--- config.mk ---
export PLATFORM = sky130hd
export DESIGN_NAME = systolic_feeder_flat
export DESIGN_NICKNAME = d
export VERILOG_FILES = /design/src/rtl/sa_pkg.sv /design/src/rtl/systolic_feeder_if.sv /design/src/rtl/systolic_feeder_buf.sv /design/src/rtl/systolic_feeder.sv /design/src/flat_wrapper.sv
export SDC_FILE = /design/constraint.sdc
export NUM_CORES = 1
export LEC_CHECK = 0
export BUFFER_PORTS_ARGS = -buffer_cell sky130_fd_sc_hd__buf_2
export CORE_AREA = 10 10 184 143
export CTS_CLUSTER_SIZE = 25
export DETAILED_ROUTE_END_ITERATION = 7
export DIE_AREA = 0 0 194 153
export PLACE_DENSITY = 0.66
export SYNTH_ARGS = -nofsm -noshare
export SYNTH_HDL_FRONTEND = slang
export SYNTH_HIERARCHICAL = 1
export SYNTH_SLANG_ARGS = --single-unit
export TNS_END_PERCENT = 1
--- constraint.sdc ---
create_clock -name clk -period 2.1 [get_ports clk]
set_input_delay 0 -clock clk [delete_from_list [all_inputs] [get_ports clk]]
set_output_delay 0 -clock clk [all_outputs]
set_load 0.01 [all_outputs]
--- src/rtl/sa_pkg.sv ---
// rtl/sa_pkg.sv - shared types and constants for the systolic array feeder
// Contents: feeder_state_t FSM encoding, default operand width / array size,
// and a clog2 helper that never returns a zero-width result.
package sa_pkg;

  localparam int DEF_DATA_WIDTH = 16;
  localparam int DEF_PE_NUMBER  = 3;

  typedef enum logic [1:0] {
    IDLE,
    CLEAR,
    FEED,
    DONE
  } feeder_state_t;

  // Counters and pointers need at least one bit even when N collapses to 1.
  function automatic int safe_clog2(input int v);
    return (v > 1) ? $clog2(v) : 1;
  endfunction

endpackage

--- src/rtl/systolic_feeder_if.sv ---
// rtl/systolic_feeder_if.sv - load/start/array-side bundle of the feeder
// slave modport (feeder side):
//   in : vec_valid, vec_data, mat_valid, mat_data, start
//   out: vec_ready, mat_ready, sa_clear, l_d_o, pe_t_w_o[0:N-1], sa_read, busy, done
// master modport is the mirror image for the controller / CSR side.
interface systolic_feeder_if #(
  parameter int DATA_WIDTH = 16,
  parameter int PE_NUMBER  = 3
);

  logic                  vec_valid;
  logic [DATA_WIDTH-1:0] vec_data;
  logic                  vec_ready;
  logic                  mat_valid;
  logic [DATA_WIDTH-1:0] mat_data;
  logic                  mat_ready;
  logic                  start;
  logic                  sa_clear;
  logic [DATA_WIDTH-1:0] l_d_o;
  logic [DATA_WIDTH-1:0] pe_t_w_o [0:PE_NUMBER-1];
  logic                  sa_read;
  logic                  busy;
  logic                  done;

  modport slave (
    input  vec_valid, vec_data, mat_valid, mat_data, start,
    output vec_ready, mat_ready, sa_clear, l_d_o, pe_t_w_o, sa_read, busy, done
  );

  modport master (
    output vec_valid, vec_data, mat_valid, mat_data, start,
    input  vec_ready, mat_ready, sa_clear, l_d_o, pe_t_w_o, sa_read, busy, done
  );

endinterface

--- src/rtl/systolic_feeder_buf.sv ---
// rtl/systolic_feeder_buf.sv - vector/matrix storage with skewed operand read
// Ports:
//   clk_i, rst_ni            clock, synchronous active-low reset (pointers only)
//   vec_we_i, vec_data_i     vector element write at the vector pointer
//   mat_we_i, mat_data_i     matrix element write at flat index k*N+j
//   ptr_clr_i                return both pointers to 0 (a same-cycle write still
//                            lands at the old pointer)
//   f_i                      feed counter
//   l_d_o, pe_t_w_o          combinational skewed operands for feed step f_i
module feeder_buf
  import sa_pkg::*;
#(
  parameter int DATA_WIDTH = DEF_DATA_WIDTH,
  parameter int PE_NUMBER  = DEF_PE_NUMBER,
  parameter int F_W        = 3
) (
  input  logic                  clk_i,
  input  logic                  rst_ni,
  input  logic                  vec_we_i,
  input  logic [DATA_WIDTH-1:0] vec_data_i,
  input  logic                  mat_we_i,
  input  logic [DATA_WIDTH-1:0] mat_data_i,
  input  logic                  ptr_clr_i,
  input  logic [F_W-1:0]        f_i,
  output logic [DATA_WIDTH-1:0] l_d_o,
  output logic [DATA_WIDTH-1:0] pe_t_w_o [0:PE_NUMBER-1]
);

  localparam int N    = PE_NUMBER;
  localparam int VP_W = safe_clog2(N);
  localparam int MP_W = safe_clog2(N * N);

  logic [DATA_WIDTH-1:0] vec_buf_q [0:N-1];
  logic [DATA_WIDTH-1:0] mat_buf_q [0:N*N-1];
  logic [VP_W-1:0]       vec_ptr_q;
  logic [MP_W-1:0]       mat_ptr_q;

  // Storage is deliberately not reset so a reset mid-run keeps the operands.
  always_ff @(posedge clk_i) begin
    if (vec_we_i) vec_buf_q[vec_ptr_q] <= vec_data_i;
    if (mat_we_i) mat_buf_q[mat_ptr_q] <= mat_data_i;
  end

  always_ff @(posedge clk_i) begin
    if (!rst_ni) begin
      vec_ptr_q <= '0;
      mat_ptr_q <= '0;
    end else begin
      if (ptr_clr_i)     vec_ptr_q <= '0;
      else if (vec_we_i) vec_ptr_q <= (vec_ptr_q == VP_W'(N - 1)) ? '0 : vec_ptr_q + VP_W'(1);
      if (ptr_clr_i)     mat_ptr_q <= '0;
      else if (mat_we_i) mat_ptr_q <= (mat_ptr_q == MP_W'(N * N - 1)) ? '0 : mat_ptr_q + MP_W'(1);
    end
  end

  // Row k sees column j at feed step f = k + j, which produces the diagonal
  // skew; steps outside a row's window read as 0.
  always_comb begin
    l_d_o = '0;
    for (int k = 0; k < N; k++) pe_t_w_o[k] = '0;
    for (int j = 0; j < N; j++) begin
      if (f_i == F_W'(j)) l_d_o = vec_buf_q[j];
    end
    for (int k = 0; k < N; k++) begin
      for (int j = 0; j < N; j++) begin
        if (f_i == F_W'(k + j)) pe_t_w_o[k] = mat_buf_q[k*N + j];
      end
    end
  end

endmodule

--- src/rtl/systolic_feeder.sv ---
// rtl/systolic_feeder.sv - sequencer that clears, feeds and reads a systolic array
// Ports:
//   clk, reset   single clock, synchronous active-low reset
//   bus          systolic_feeder_if.slave: load streams, start, array-side outputs
// Array-side outputs are registered from the current state, so they trail the
// state by one cycle; ready/busy are registered from the next state so they
// line up with the state the load logic actually sees.
module systolic_feeder
  import sa_pkg::*;
#(
  parameter int DATA_WIDTH = DEF_DATA_WIDTH,
  parameter int PE_NUMBER  = DEF_PE_NUMBER
) (
  input logic               clk,
  input logic               reset,
  systolic_feeder_if.slave  bus
);

  localparam int N   = PE_NUMBER;
  localparam int F_W = safe_clog2(2 * N);

  feeder_state_t         state_q, state_d;
  logic [F_W-1:0]        cnt_q, cnt_d;
  logic                  sa_clear_q, sa_clear_d;
  logic                  sa_read_q, sa_read_d;
  logic                  done_q, done_d;
  logic                  busy_q, busy_d;
  logic                  ready_q, ready_d;
  logic [DATA_WIDTH-1:0] l_d_q, l_d_d;
  logic [DATA_WIDTH-1:0] pe_q [0:N-1];
  logic [DATA_WIDTH-1:0] pe_d [0:N-1];
  logic [DATA_WIDTH-1:0] buf_l_d;
  logic [DATA_WIDTH-1:0] buf_pe [0:N-1];
  logic                  start_acc, vec_we, mat_we;

  assign start_acc = bus.start && (state_q == IDLE || state_q == DONE);
  assign vec_we    = bus.vec_valid && ready_q && reset;
  assign mat_we    = bus.mat_valid && ready_q && reset;

  feeder_buf #(
    .DATA_WIDTH(DATA_WIDTH),
    .PE_NUMBER (N),
    .F_W       (F_W)
  ) u_buf (
    .clk_i     (clk),
    .rst_ni    (reset),
    .vec_we_i  (vec_we),
    .vec_data_i(bus.vec_data),
    .mat_we_i  (mat_we),
    .mat_data_i(bus.mat_data),
    .ptr_clr_i (start_acc),
    .f_i       (cnt_q),
    .l_d_o     (buf_l_d),
    .pe_t_w_o  (buf_pe)
  );

  // cnt_q counts CLEAR cycles, then feed steps; in DONE it marks the first cycle.
  always_comb begin
    state_d = state_q;
    cnt_d   = cnt_q;
    unique case (state_q)
      IDLE: begin
        if (start_acc) begin
          state_d = CLEAR;
          cnt_d   = '0;
        end
      end
      CLEAR: begin
        if (cnt_q == F_W'(N - 1)) begin
          state_d = FEED;
          cnt_d   = '0;
        end else begin
          cnt_d = cnt_q + F_W'(1);
        end
      end
      FEED: begin
        if (cnt_q == F_W'(2 * N - 2)) begin
          state_d = DONE;
          cnt_d   = '0;
        end else begin
          cnt_d = cnt_q + F_W'(1);
        end
      end
      DONE: begin
        if (start_acc) begin
          state_d = CLEAR;
          cnt_d   = '0;
        end else begin
          cnt_d = F_W'(1);
        end
      end
      default: begin
        state_d = IDLE;
        cnt_d   = '0;
      end
    endcase

    sa_clear_d = (state_q == CLEAR);
    l_d_d      = (state_q == FEED) ? buf_l_d : '0;
    for (int k = 0; k < N; k++) pe_d[k] = (state_q == FEED) ? buf_pe[k] : '0;
    sa_read_d  = (state_q == DONE) && !start_acc;
    done_d     = (state_q == DONE) && (cnt_q == '0);
    busy_d     = (state_d == CLEAR) || (state_d == FEED);
    ready_d    = !busy_d;
  end

  always_ff @(posedge clk) begin
    if (!reset) begin
      state_q    <= IDLE;
      cnt_q      <= '0;
      sa_clear_q <= 1'b0;
      sa_read_q  <= 1'b0;
      done_q     <= 1'b0;
      busy_q     <= 1'b0;
      ready_q    <= 1'b0;
      l_d_q      <= '0;
      for (int k = 0; k < N; k++) pe_q[k] <= '0;
    end else begin
      state_q    <= state_d;
      cnt_q      <= cnt_d;
      sa_clear_q <= sa_clear_d;
      sa_read_q  <= sa_read_d;
      done_q     <= done_d;
      busy_q     <= busy_d;
      ready_q    <= ready_d;
      l_d_q      <= l_d_d;
      for (int k = 0; k < N; k++) pe_q[k] <= pe_d[k];
    end
  end

  assign bus.vec_ready = ready_q;
  assign bus.mat_ready = ready_q;
  assign bus.sa_clear  = sa_clear_q;
  assign bus.l_d_o     = l_d_q;
  assign bus.sa_read   = sa_read_q;
  assign bus.busy      = busy_q;
  assign bus.done      = done_q;

  for (genvar g = 0; g < N; g++) begin : g_pe_out
    assign bus.pe_t_w_o[g] = pe_q[g];
  end

endmodule

--- src/flat_wrapper.sv ---
// flat-port wrapper written by rule: the top's interface ports become plain ports
module systolic_feeder_flat import sa_pkg::*;
#(
  parameter int DATA_WIDTH = DEF_DATA_WIDTH,
  parameter int PE_NUMBER  = DEF_PE_NUMBER
)
  (clk, reset, bus_vec_valid, bus_vec_data, bus_mat_valid, bus_mat_data, bus_start, bus_vec_ready, bus_mat_ready, bus_sa_clear, bus_l_d_o, bus_pe_t_w_o, bus_sa_read, bus_busy, bus_done);
  systolic_feeder_if #(.DATA_WIDTH(DATA_WIDTH), .PE_NUMBER(PE_NUMBER)) bus_i ();
  input logic clk;
  input logic reset;
  input wire logic [$bits(bus_i.vec_valid)-1:0] bus_vec_valid;
  input wire logic [$bits(bus_i.vec_data)-1:0] bus_vec_data;
  input wire logic [$bits(bus_i.mat_valid)-1:0] bus_mat_valid;
  input wire logic [$bits(bus_i.mat_data)-1:0] bus_mat_data;
  input wire logic [$bits(bus_i.start)-1:0] bus_start;
  output wire logic [$bits(bus_i.vec_ready)-1:0] bus_vec_ready;
  output wire logic [$bits(bus_i.mat_ready)-1:0] bus_mat_ready;
  output wire logic [$bits(bus_i.sa_clear)-1:0] bus_sa_clear;
  output wire logic [$bits(bus_i.l_d_o)-1:0] bus_l_d_o;
  output wire logic [$bits(bus_i.pe_t_w_o)-1:0] bus_pe_t_w_o;
  output wire logic [$bits(bus_i.sa_read)-1:0] bus_sa_read;
  output wire logic [$bits(bus_i.busy)-1:0] bus_busy;
  output wire logic [$bits(bus_i.done)-1:0] bus_done;
  assign bus_i.vec_valid = bus_vec_valid;
  assign bus_i.vec_data = bus_vec_data;
  assign bus_i.mat_valid = bus_mat_valid;
  assign bus_i.mat_data = bus_mat_data;
  assign bus_i.start = bus_start;
  assign bus_vec_ready = bus_i.vec_ready;
  assign bus_mat_ready = bus_i.mat_ready;
  assign bus_sa_clear = bus_i.sa_clear;
  assign bus_l_d_o = bus_i.l_d_o;
  assign bus_pe_t_w_o = {>>{bus_i.pe_t_w_o}};
  assign bus_sa_read = bus_i.sa_read;
  assign bus_busy = bus_i.busy;
  assign bus_done = bus_i.done;
  systolic_feeder #(.DATA_WIDTH(DATA_WIDTH), .PE_NUMBER(PE_NUMBER)) u_core (.clk(clk), .reset(reset), .bus(bus_i));
endmodule
# [After elaboration in Yosys (flattened, before gate mapping)]
# Memories as Yosys holds them, arrays and structs flattened.
# Cells that the tools add are included.
[op_classes] add_sub_neg=3 n_eq_ne=12 n_reduce_logical=16 muxes=35 n_bitwise=4
[ops] operator="two-way mux 16 bit" count=18
[ops] operator="case mux 3 bit (4 select lines)" count=1
[ops] operator="two-way mux 3 bit" count=3
[ops] operator="== test 2 bit, second input constant" count=4
[ops] operator="two-way mux 2 bit" count=4
[ops] operator="logical AND 1 bit" count=7
[ops] operator="two-way mux 1 bit" count=7
[ops] operator="== test 3 x 2 -> 1 bit, second input constant" count=2
[ops] operator="case mux 2 bit (3 select lines)" count=1
[ops] operator="adder 4 x 1 -> 4 bit, second input constant" count=1
[ops] operator="== test 2 x 1 -> 1 bit, second input constant" count=2
[ops] operator="== test 4 bit, second input constant" count=1
[ops] operator="two-way mux 4 bit" count=1
[ops] operator="OR reduction 2 bit" count=2
[ops] operator="adder 3 x 1 -> 3 bit, second input constant" count=1
[ops] operator="== test 3 x 1 -> 1 bit, second input constant" count=1
[ops] operator="== test 3 bit, second input constant" count=1
[ops] operator="zero test 3 bit" count=1
[ops] operator="OR 1 bit" count=3
[ops] operator="adder 2 x 1 -> 2 bit, second input constant" count=1
[ops] operator="zero test 1 bit" count=2
[ops] operator="zero test 2 bit" count=1
[ops] operator="logical OR 1 bit" count=2
[ops] operator="inequality test 2 x 1 -> 1 bit, second input constant" count=1
[ops] operator="other kinds (2)" count=2
[totals] register_bits=32 inputBits=37 n_memories=3 output_inout_bits=70 ram_bits=240 elab_cells=83
[mem_list] memory="u_core.u_buf.mat_buf_q" depth=9 width=16 read_ports=9 rd_clocked_by_memory_dff=0 write_ports=1 line="systolic_feeder_buf.sv:34" rtl="logic [DATA_WIDTH-1:0] mat_buf_q [0:N*N-1];"
[mem_list] memory="u_core.pe_q" depth=3 width=16 read_ports=3 rd_clocked_by_memory_dff=0 write_ports=3 line="systolic_feeder.sv:30" rtl="logic [DATA_WIDTH-1:0] pe_q [0:N-1];"
[mem_list] memory="u_core.u_buf.vec_buf_q" depth=3 width=16 read_ports=3 rd_clocked_by_memory_dff=0 write_ports=1 line="systolic_feeder_buf.sv:33" rtl="logic [DATA_WIDTH-1:0] vec_buf_q [0:N-1];"

# [Depth between registers and ports, before layout]
# Gate-level depths: netlist (run 1).
[depth] word_depth=8 mapped_depth=7

# [By module]
# The synthesis (run 1) kept the hierarchy.
[modules_own_cells] module="feeder_buf" area_each_um2=7754.9 seq_area_each_um2=5885.6 instances=1 cells_per_inst=460
[modules_own_cells] module="systolic_feeder" area_each_um2=2309.7 seq_area_each_um2=1481.4 instances=1 cells_per_inst=206

# [Least setup slack after synthesis (run 1)]
# OpenSTA, ideal clock, no wires.
[synth_path] path_type="register -> register" start="register u_core.ready_q, in the netlist u_core/bus.mat_ready" end="memory u_core.u_buf.vec_buf_q[0][0], enable pin" path_buffers=0 path_slack_ns=-0.220 path_stages_with_launch=3 t_arrival_ns=1.904 period_less_slack_ns=2.320 t_required_ns=1.685 cell_sequence="dfxtp_1 -> and3_1 -> nor3b_1"
[synth_via] elab_chain_len=4
[synth_rtl] element="start, declared" line="systolic_feeder.sv:28" rtl="logic ready_q, ready_d;"
[synth_rtl] element="start signal, assigned" line="systolic_feeder.sv:125" rtl="ready_q <= ready_d;"
[synth_rtl] element="logical AND 1 bit (2 in series)" line="systolic_feeder.sv:37" rtl="assign vec_we = bus.vec_valid && ready_q && reset;"
[synth_rtl] element="net u_core.vec_we" line="systolic_feeder.sv:34" rtl="logic start_acc, vec_we, mat_we;"
[synth_rtl] element="two-way mux 1 bit" line="systolic_feeder_buf.sv:40" rtl="if (vec_we_i) vec_buf_q[vec_ptr_q] <= vec_data_i;"
[synth_rtl] element="two-way mux 1 bit (implied by the code)" line="systolic_feeder_buf.sv:40"
[synth_rtl] element="end, declared" line="systolic_feeder_buf.sv:33"
# The timed path passes the listed nets, and every way through them passes these cells.

# [Worst setup path in the final report (run 1)]
[layout_path] start="register u_core.cnt_q[0]" end="register u_core.l_d_q[15], in the netlist u_core/bus.l_d_o[15]"
[layout_via] elab_chain_len=4 elab_cells_between_ends=6 cone_classes="2 x eq/ne; 3 x mux; 1 x reduce/logical"
[layout_rtl] element="start, declared" line="systolic_feeder.sv:23" rtl="logic [F_W-1:0] cnt_q, cnt_d;"
[layout_rtl] element="start signal, assigned" line="systolic_feeder.sv:120" rtl="cnt_q <= cnt_d;"
[layout_rtl] element="zero test 3 bit" line="systolic_feeder_buf.sv:62" rtl="if (f_i == F_W'(j)) l_d_o = vec_buf_q[j];"
[layout_rtl] element="two-way mux 16 bit (2 in series)" line="systolic_feeder_buf.sv:62"
[layout_rtl] element="two-way mux 16 bit *" line="systolic_feeder_buf.sv:62"
[layout_rtl] element="net u_core.buf_l_d[15]" line="systolic_feeder.sv:32" rtl="logic [DATA_WIDTH-1:0] buf_l_d;"
[layout_rtl] element="end signal, assigned" line="systolic_feeder.sv:126" rtl="l_d_q <= l_d_d;"
[layout_rtl] element="end, declared" line="systolic_feeder.sv:29" rtl="logic [DATA_WIDTH-1:0] l_d_q, l_d_d;"
# Mark *: on every way through the listed nets, which the timed path passes. The rest lies on a longest branch.
# A chain may end at the register's enable or synchronous reset.

==> metrics.txt, run 1 <==
Critical path origin u_core/cnt_q[0]$_SDFFE_PN0P_; Synth area leaders edfxtp_1 57%, dfxtp_1 16%, mux2i_1 4.9%; Comb power frac 0.133; Vias/cell 5.013; Worst setup endpoint u_core/bus.l_d_o[15]$_SDFF_PN0_; P_sw 2.861 mW; Post-Route Setup TNS 0 ns; async set or reset register ratio after synthesis 0; Switching Fraction 0.2361; Worst-Skew Late Latency 0.52 ns; CTS buffer count 27; clock buffer depth 3; Setup-failing EPs final 0; WP data arrival 2.42 ns; unrepaired setup endpoints after global routing no; reg2reg start u_core/cnt_q[0]$_SDFFE_PN0P_; Worst Setup End Kind flop; drt drc 0; DIE HEIGHT 153 µm; first-pass GRT wire length 32.94 mm; gate count after technology mapping 666; leading area contributor after synthesis edfxtp_1; final hold viol count 0; Die Width 194 µm; Netlist cell types 45; critical path class reg2reg; EDFF count, synth 192; Worst Path Max Fanout 22; clock skew 0.009308 ns; core footprint 22700 µm²; GR Overflow Total 0; row cnt 48; antenna violations before repair 0; WL/cell 18.59 µm; die area 29680 µm²; M2 GR Usage 0.2132; Post-DP HPWL 13.23 mm; TritonRoute pass-1 iters 4; R2R depth 5; GPL Wtd Cong 0.7672; ANT nets after route 0; met1 usage 0.1910; clk root buf clkbuf_16; clock network power share 0.371; Syn Area/Cell 15.11 µm²; syn nets 715; WL final 21.10 mm; Placed Cells 1053; GR Util All Layers 0.1368; I/O pin cnt 107; CP startpoint kind flop; Setup Buffers After CTS 0; VDD IR max 0.5960 mV; DP Worst Slack 0.1540 ns; nets@finish 864; type of the worst min-delay path in2reg; Slew Limit Fails 0; CTS tree yes; top_reg_cell synth edfxtp_1; Worst R2R End u_core/bus.l_d_o[15]$_SDFF_PN0_; Internal Pwr Total 9.256 mW; total of max-cap violations 0; Post-Layout Cell Count 1135; Power, Total 12.12 mW; initial drt markers 293; vias in the first global route 5756; Worst-path clk slew 0.06 ns; CTS H-tree depth 1; Max Freq 511.0 MHz; Final Worst Setup Slack 0.1432 ns; synthesized cell area 10060 µm²; FF+latch count, synth 272; Leakage 4.710 nW; M3 GR Usage 0.03082; Synth top area share 0.5728; clk sink count 272; starting density of the core 0.4433; antenna cells 0; worst path required time 2.56 ns; Slew @ Worst Pin 1.140 ns; DR vias 5690; Port Buf Inserts 106; Rel. slew slack 0.2366; largest net degree at the start of global routing 77; sequential power share 0.496; fin crit period 1.957 ns; Syn. warnings 6; area grow syn2layout 20.54%; flop2flop setup slack 0.14 ns; fin crit share 0.9318; status finished, final reports clean; Power Dens Cells 998.8 nW/µm²; sequential share of the synthesized area 0.7320; fraction of final layout cells sized beyond drive strength 1 0.2383; GRT Max-Usage Layer met2
## per-layer routing
metal / share of wire / up-vias
met1: 0.48 / 2752
met4: 0.019 / 0
met3: 0.057 / 29
met2: 0.45 / 151
li1: - / 2758
met5: 0 / -
## per-stage QoR
stage          cell area [µm²]    util  hold WS [ns]
2_1_floorplan            10070       -       0.09887
3_3_place_gp             10960  0.4830        0.2024
3_5_place_dp             10960  0.4830        0.2034
4_1_cts                  12130  0.5342      0.002697
5_1_grt                  12130  0.5344       0.02149
6_report                 12130  0.5344       0.01224
## power by group through the flow
stage / Clock, mW / Combinational, mW / Sequential, mW
detailed placement: 0 / 1.58 / 6.12
CTS: 4.59 / 1.64 / 6.01
global route: 4.81 / 1.80 / 6.03
floorplan: 0 / 1.08 / 6.16
global placement: 0 / 1.57 / 6.12
finish: 4.49 / 1.61 / 6.01
## sequential cells by signal, summed over array words and instances (netlist names)
name,flops
u_core/bus.busy,1
u_core/bus.done,1
u_core/bus.l_d_o,16
u_core/bus.mat_ready,1
u_core/bus.sa_clear,1
u_core/bus.sa_read,1
u_core/cnt_q,3
u_core/pe_q,48
u_core/state_q,2
u_core/u_buf/mat_buf_q,144
u_core/u_buf/mat_ptr_q,4
u_core/u_buf/vec_buf_q,48
u_core/u_buf/vec_ptr_q,2
## worst min path at each step
stage	from	slack [ns]	to	cells past startpoint
6_report	bus_vec_valid	0.01	u_core/u_buf/vec_ptr_q[1]$_SDFFE_PP0P_	4
5_1_grt	bus_vec_valid	0.02	u_core/u_buf/vec_ptr_q[1]$_SDFFE_PP0P_	4
3_3_place_gp	bus_vec_data[3]	0.20	u_core/u_buf/vec_buf_q[2][3]$_DFFE_PP_	1
4_1_cts	bus_vec_valid	0.003	u_core/u_buf/vec_ptr_q[1]$_SDFFE_PP0P_	4
3_5_place_dp	bus_vec_data[4]	0.20	u_core/u_buf/vec_buf_q[2][4]$_DFFE_PP_	1
2_1_floorplan	bus_mat_data[0]	0.1	u_core/u_buf/mat_buf_q[0][0]$_DFFE_PP_	0
## logic make-up (layout without fill, tap and decap cells)
logic type               after synthesis  count (layout)  share of synthesized area
AND/OR/NAND/NOR                      185             185                    0.09846
XOR/XNOR                               4               4                   0.003481
multiplexers                          66              66                    0.06812
adder cells (fa/ha/maj)               12              12                    0.01492
AO/OA/AOI/OAI                         75              75                    0.05532
flip-flops                           272             272                     0.7320
buffers and inverters                 52             221                    0.02772
## what timing repair did
action,in CTS,in global routing
setup endpoints to repair,0,47
endpoints found under the hold margin,195,0
hold buffers,33,0
resized for setup,0,1
## worst max-delay path, cell delays in order, from the launching register on
cell	delay (ns)
dfxtp_4	0.38
nor2b_2	0.89
buf_4	0.30
a2bb2oi_1	0.08
nor2_1	0.09
and3_1	0.16
## synth_stat cells, drive strengths merged, types with 2 or more instances
master   number
nand2        21
and3         67
ha           12
mux2         17
edfxtp      192
a2bb2oi      32
xnor2         3
mux2i        49
dfxtp        80
inv           9
nor2         59
a21oi         5
nor3b         5
nor2b         4
a21boi        2
and4b         2
o21ai        18
clkbuf       25
nand3         2
nor3          3
nand2b        5
a22oi        16
buf          18
and2         11
## cell type report
class	instances	area [µm²]
clock buffers	41	768.2
clock inverters	8	63.81
fillers	1863	10570
inverters	9	33.78
multi-input cells	342	2439
flip-flops and latches	272	7373
well taps	300	375.4
repair buffers	163	1079
## layout by cell type (no fill, tap or decap), types with 2 or more instances in the layout
cell type | Yosys | final
clkbuf_16 | 0 | 27
clkinv_2 | 0 | 6
nor3_1 | 3 | 3
xnor2_1 | 3 | 3
o21ai_0 | 8 | 8
mux2i_1 | 49 | 49
nand2b_1 | 4 | 4
nor3b_2 | 0 | 3
nand2_1 | 21 | 21
and3_1 | 67 | 67
dfxtp_2 | 0 | 2
and2_1 | 10 | 10
buf_2 | 7 | 106
a22oi_1 | 15 | 15
edfxtp_1 | 192 | 192
nor2b_1 | 4 | 3
a2bb2oi_1 | 32 | 32
dfxtp_1 | 80 | 77
dlygate4sd3_1 | 0 | 33
clkbuf_8 | 0 | 4
a21boi_0 | 2 | 2
mux2_2 | 16 | 16
o21ai_1 | 10 | 10
buf_12 | 1 | 3
buf_4 | 4 | 21
and4b_1 | 2 | 2
nand3_1 | 2 | 2
inv_1 | 9 | 9
nor2_1 | 59 | 59
clkbuf_1 | 23 | 10
ha_1 | 12 | 11
a21oi_1 | 5 | 5
Note: power is estimated with default switching activity, not from simulation.
==> run 2, diff against run 1 <==
--- a/config.mk
+++ b/config.mk
@@ -7,6 +7,7 @@
 export LEC_CHECK = 0
 export BUFFER_PORTS_ARGS = -buffer_cell sky130_fd_sc_hd__buf_2
 export CORE_AREA = 10 10 184 143
+export CTS_BUF_LIST = sky130_fd_sc_hd__clkbuf_4
 export CTS_CLUSTER_SIZE = 25
 export DETAILED_ROUTE_END_ITERATION = 7
 export DIE_AREA = 0 0 194 153
@@ -15,4 +16,4 @@
 export SYNTH_HDL_FRONTEND = slang
 export SYNTH_HIERARCHICAL = 1
 export SYNTH_SLANG_ARGS = --single-unit
-export TNS_END_PERCENT = 1
+export TNS_END_PERCENT = 50
==> metrics.txt, run 2 (synthesis gave the netlist of run 1 again) <==
status finished, final reports clean; Post-Layout Cell Count 1207; Internal Pwr Total 8.898 mW; R2R depth 5; vias in the first global route 6125; die area 29680 µm²; top flop regs u_core/u_buf/mat_buf_q (144), u_core/pe_q (48), u_core/u_buf/vec_buf_q (48); ANT nets after route 0; initial drt markers 355; unrepaired setup endpoints after global routing no; worst path required time 2.64 ns; WL final 21.74 mm; Setup-failing EPs final 0; total of max-cap violations 0; Worst Path Max Fanout 22; Slew @ Worst Pin 1.095 ns; clk root buf clkbuf_4; fin crit period 1.924 ns; antenna violations before repair 0; GR Overflow Total 0; clock network power share 0.358; reg2reg start u_core/cnt_q[0]$_SDFFE_PN0P_; Power Dens Cells 976.1 nW/µm²; WL/cell 18.01 µm; area grow syn2layout 20.95%; max reg flops 144; dpl cell area 10960 µm²; Worst-Skew Late Latency 0.63 ns; core footprint 22700 µm²; row cnt 48; CP startpoint kind flop; CTS H-tree depth 3; most frequent cells in the layout 192 x edfxtp_1, 106 x buf_2, 98 x clkbuf_4; Design Area, Final 12170 µm²; multi-input logic area 2439 µm²; Setup Buffers After CTS 0; antenna cells 0; flop2flop setup slack 0.18 ns; TritonRoute pass-1 iters 4; Critical path origin u_core/cnt_q[0]$_SDFFE_PN0P_; hold-critical path endpoint u_core/u_buf/vec_buf_q[0][5]$_DFFE_PP_; fin crit share 0.9161; Slew Limit Fails 0; Switching Fraction 0.2511; type of the worst min-delay path in2reg; drt drc 0; final hold viol count 0; post-layout util 0.5362; starting density of the core 0.4433; critical path class reg2reg; P_sw 2.984 mW; Vias/cell 4.929; WP data arrival 2.47 ns; I/O pin cnt 107; first-pass GRT wire length 34.04 mm; VDD IR max 0.4591 mV; Post-DP HPWL 13.23 mm; Die Width 194 µm; hold path start bus_vec_data[5]; commonest non-fill, non-tap cell in the layout edfxtp_1; clock buffer depth 3; GPL Wtd Cong 0.7672; CTS tree yes; fraction of final layout cells sized beyond drive strength 1 0.2944; FILL cells 1920; GR Util All Layers 0.1433; nets@finish 906; FF+latch area 7373 µm²; Leakage 4.819 nW; Worst R2R End u_core/bus.l_d_o[7]$_SDFF_PN0_; clk sink count 272; clock skew 0.03962 ns; Comb power frac 0.137; Post-Route Setup TNS 0 ns; Top reg by flops u_core/u_buf/mat_buf_q; Rel. slew slack 0.2666; hold slack 0.1090 ns; Worst-path clk slew 0.07 ns; Max Freq 519.8 MHz; Port Buf Inserts 106; DIE HEIGHT 153 µm; sequential power share 0.505; hold depth 2; CTS buffer count 66; Placed Cells 1053; Worst Setup End Kind flop; DR vias 5949; largest net degree at the start of global routing 77
[run 2: worst max-delay path by stage]
stage	to	slack [ns]	cells past startpoint
4_1_cts	u_core/bus.l_d_o[11]$_SDFF_PN0_	0.11	5
5_1_grt	u_core/bus.l_d_o[11]$_SDFF_PN0_	0.005	5
3_3_place_gp	u_core/bus.l_d_o[11]$_SDFF_PN0_	0.22	5
2_1_floorplan	u_core/u_buf/vec_buf_q[2][0]$_DFFE_PP_	-0.20	3
6_report	u_core/bus.l_d_o[7]$_SDFF_PN0_	0.18	5
3_5_place_dp	u_core/bus.l_d_o[11]$_SDFF_PN0_	0.15	5
[run 2: repair_timing]
action,CTS,global route
setup endpoints to repair,0,42
hold endpoints to repair,205,0
gates resized for setup,0,1
hold buffers,36,0
[run 2: power by group through the flow]
stage | sequential, mW | combinational [mW] | clock (mW)
final | 6.00 | 1.62 | 4.25
after global routing | 6.02 | 1.80 | 4.71
after CTS | 6.01 | 1.64 | 4.39
after detailed placement | 6.12 | 1.58 | 0
after global placement | 6.12 | 1.57 | 0
after floorplan | 6.16 | 1.08 | 0
[run 2: final cells by class]
class,count,area share
flip-flops and latches,272,0.6057
multi-input cells,342,0.2003
repair buffers,166,0.09107
clock buffers,98,0.06044
well taps,300,0.03084
clock inverters,20,0.008840
inverters,9,0.002775
[run 2: stage by stage]
stage	power (mW)	worst slack [ns]
after floorplan	7.244	-0.1974
after global placement	7.688	0.2192
after detailed placement	7.703	0.1540
after CTS	12.04	0.1066
after global routing	12.53	0.005153
final	11.88	0.1762
[run 2: worst max-delay path: stages, from the launching register on]
cell and delay, ns:
dfxtp_4 0.39, nor2b_2 0.85, buf_4 0.30, a2bb2oi_1 0.08
nor2_1 0.07, and3_1 0.15
[run 2: metal layers]
| metal | global-route usage | share of wire | vias up | routed length [µm] |
|---|---|---|---|---|
| met2 | 0.2157 | 0.46 | 166 | 10010 |
| met1 | 0.1950 | 0.47 | 2873 | 10200 |
| met5 | 0 | 0 | - | 0 |
| li1 | - | - | 2885 | - |
| met4 | 0.04717 | 0.011 | 0 | 235 |
| met3 | 0.04131 | 0.059 | 25 | 1283 |
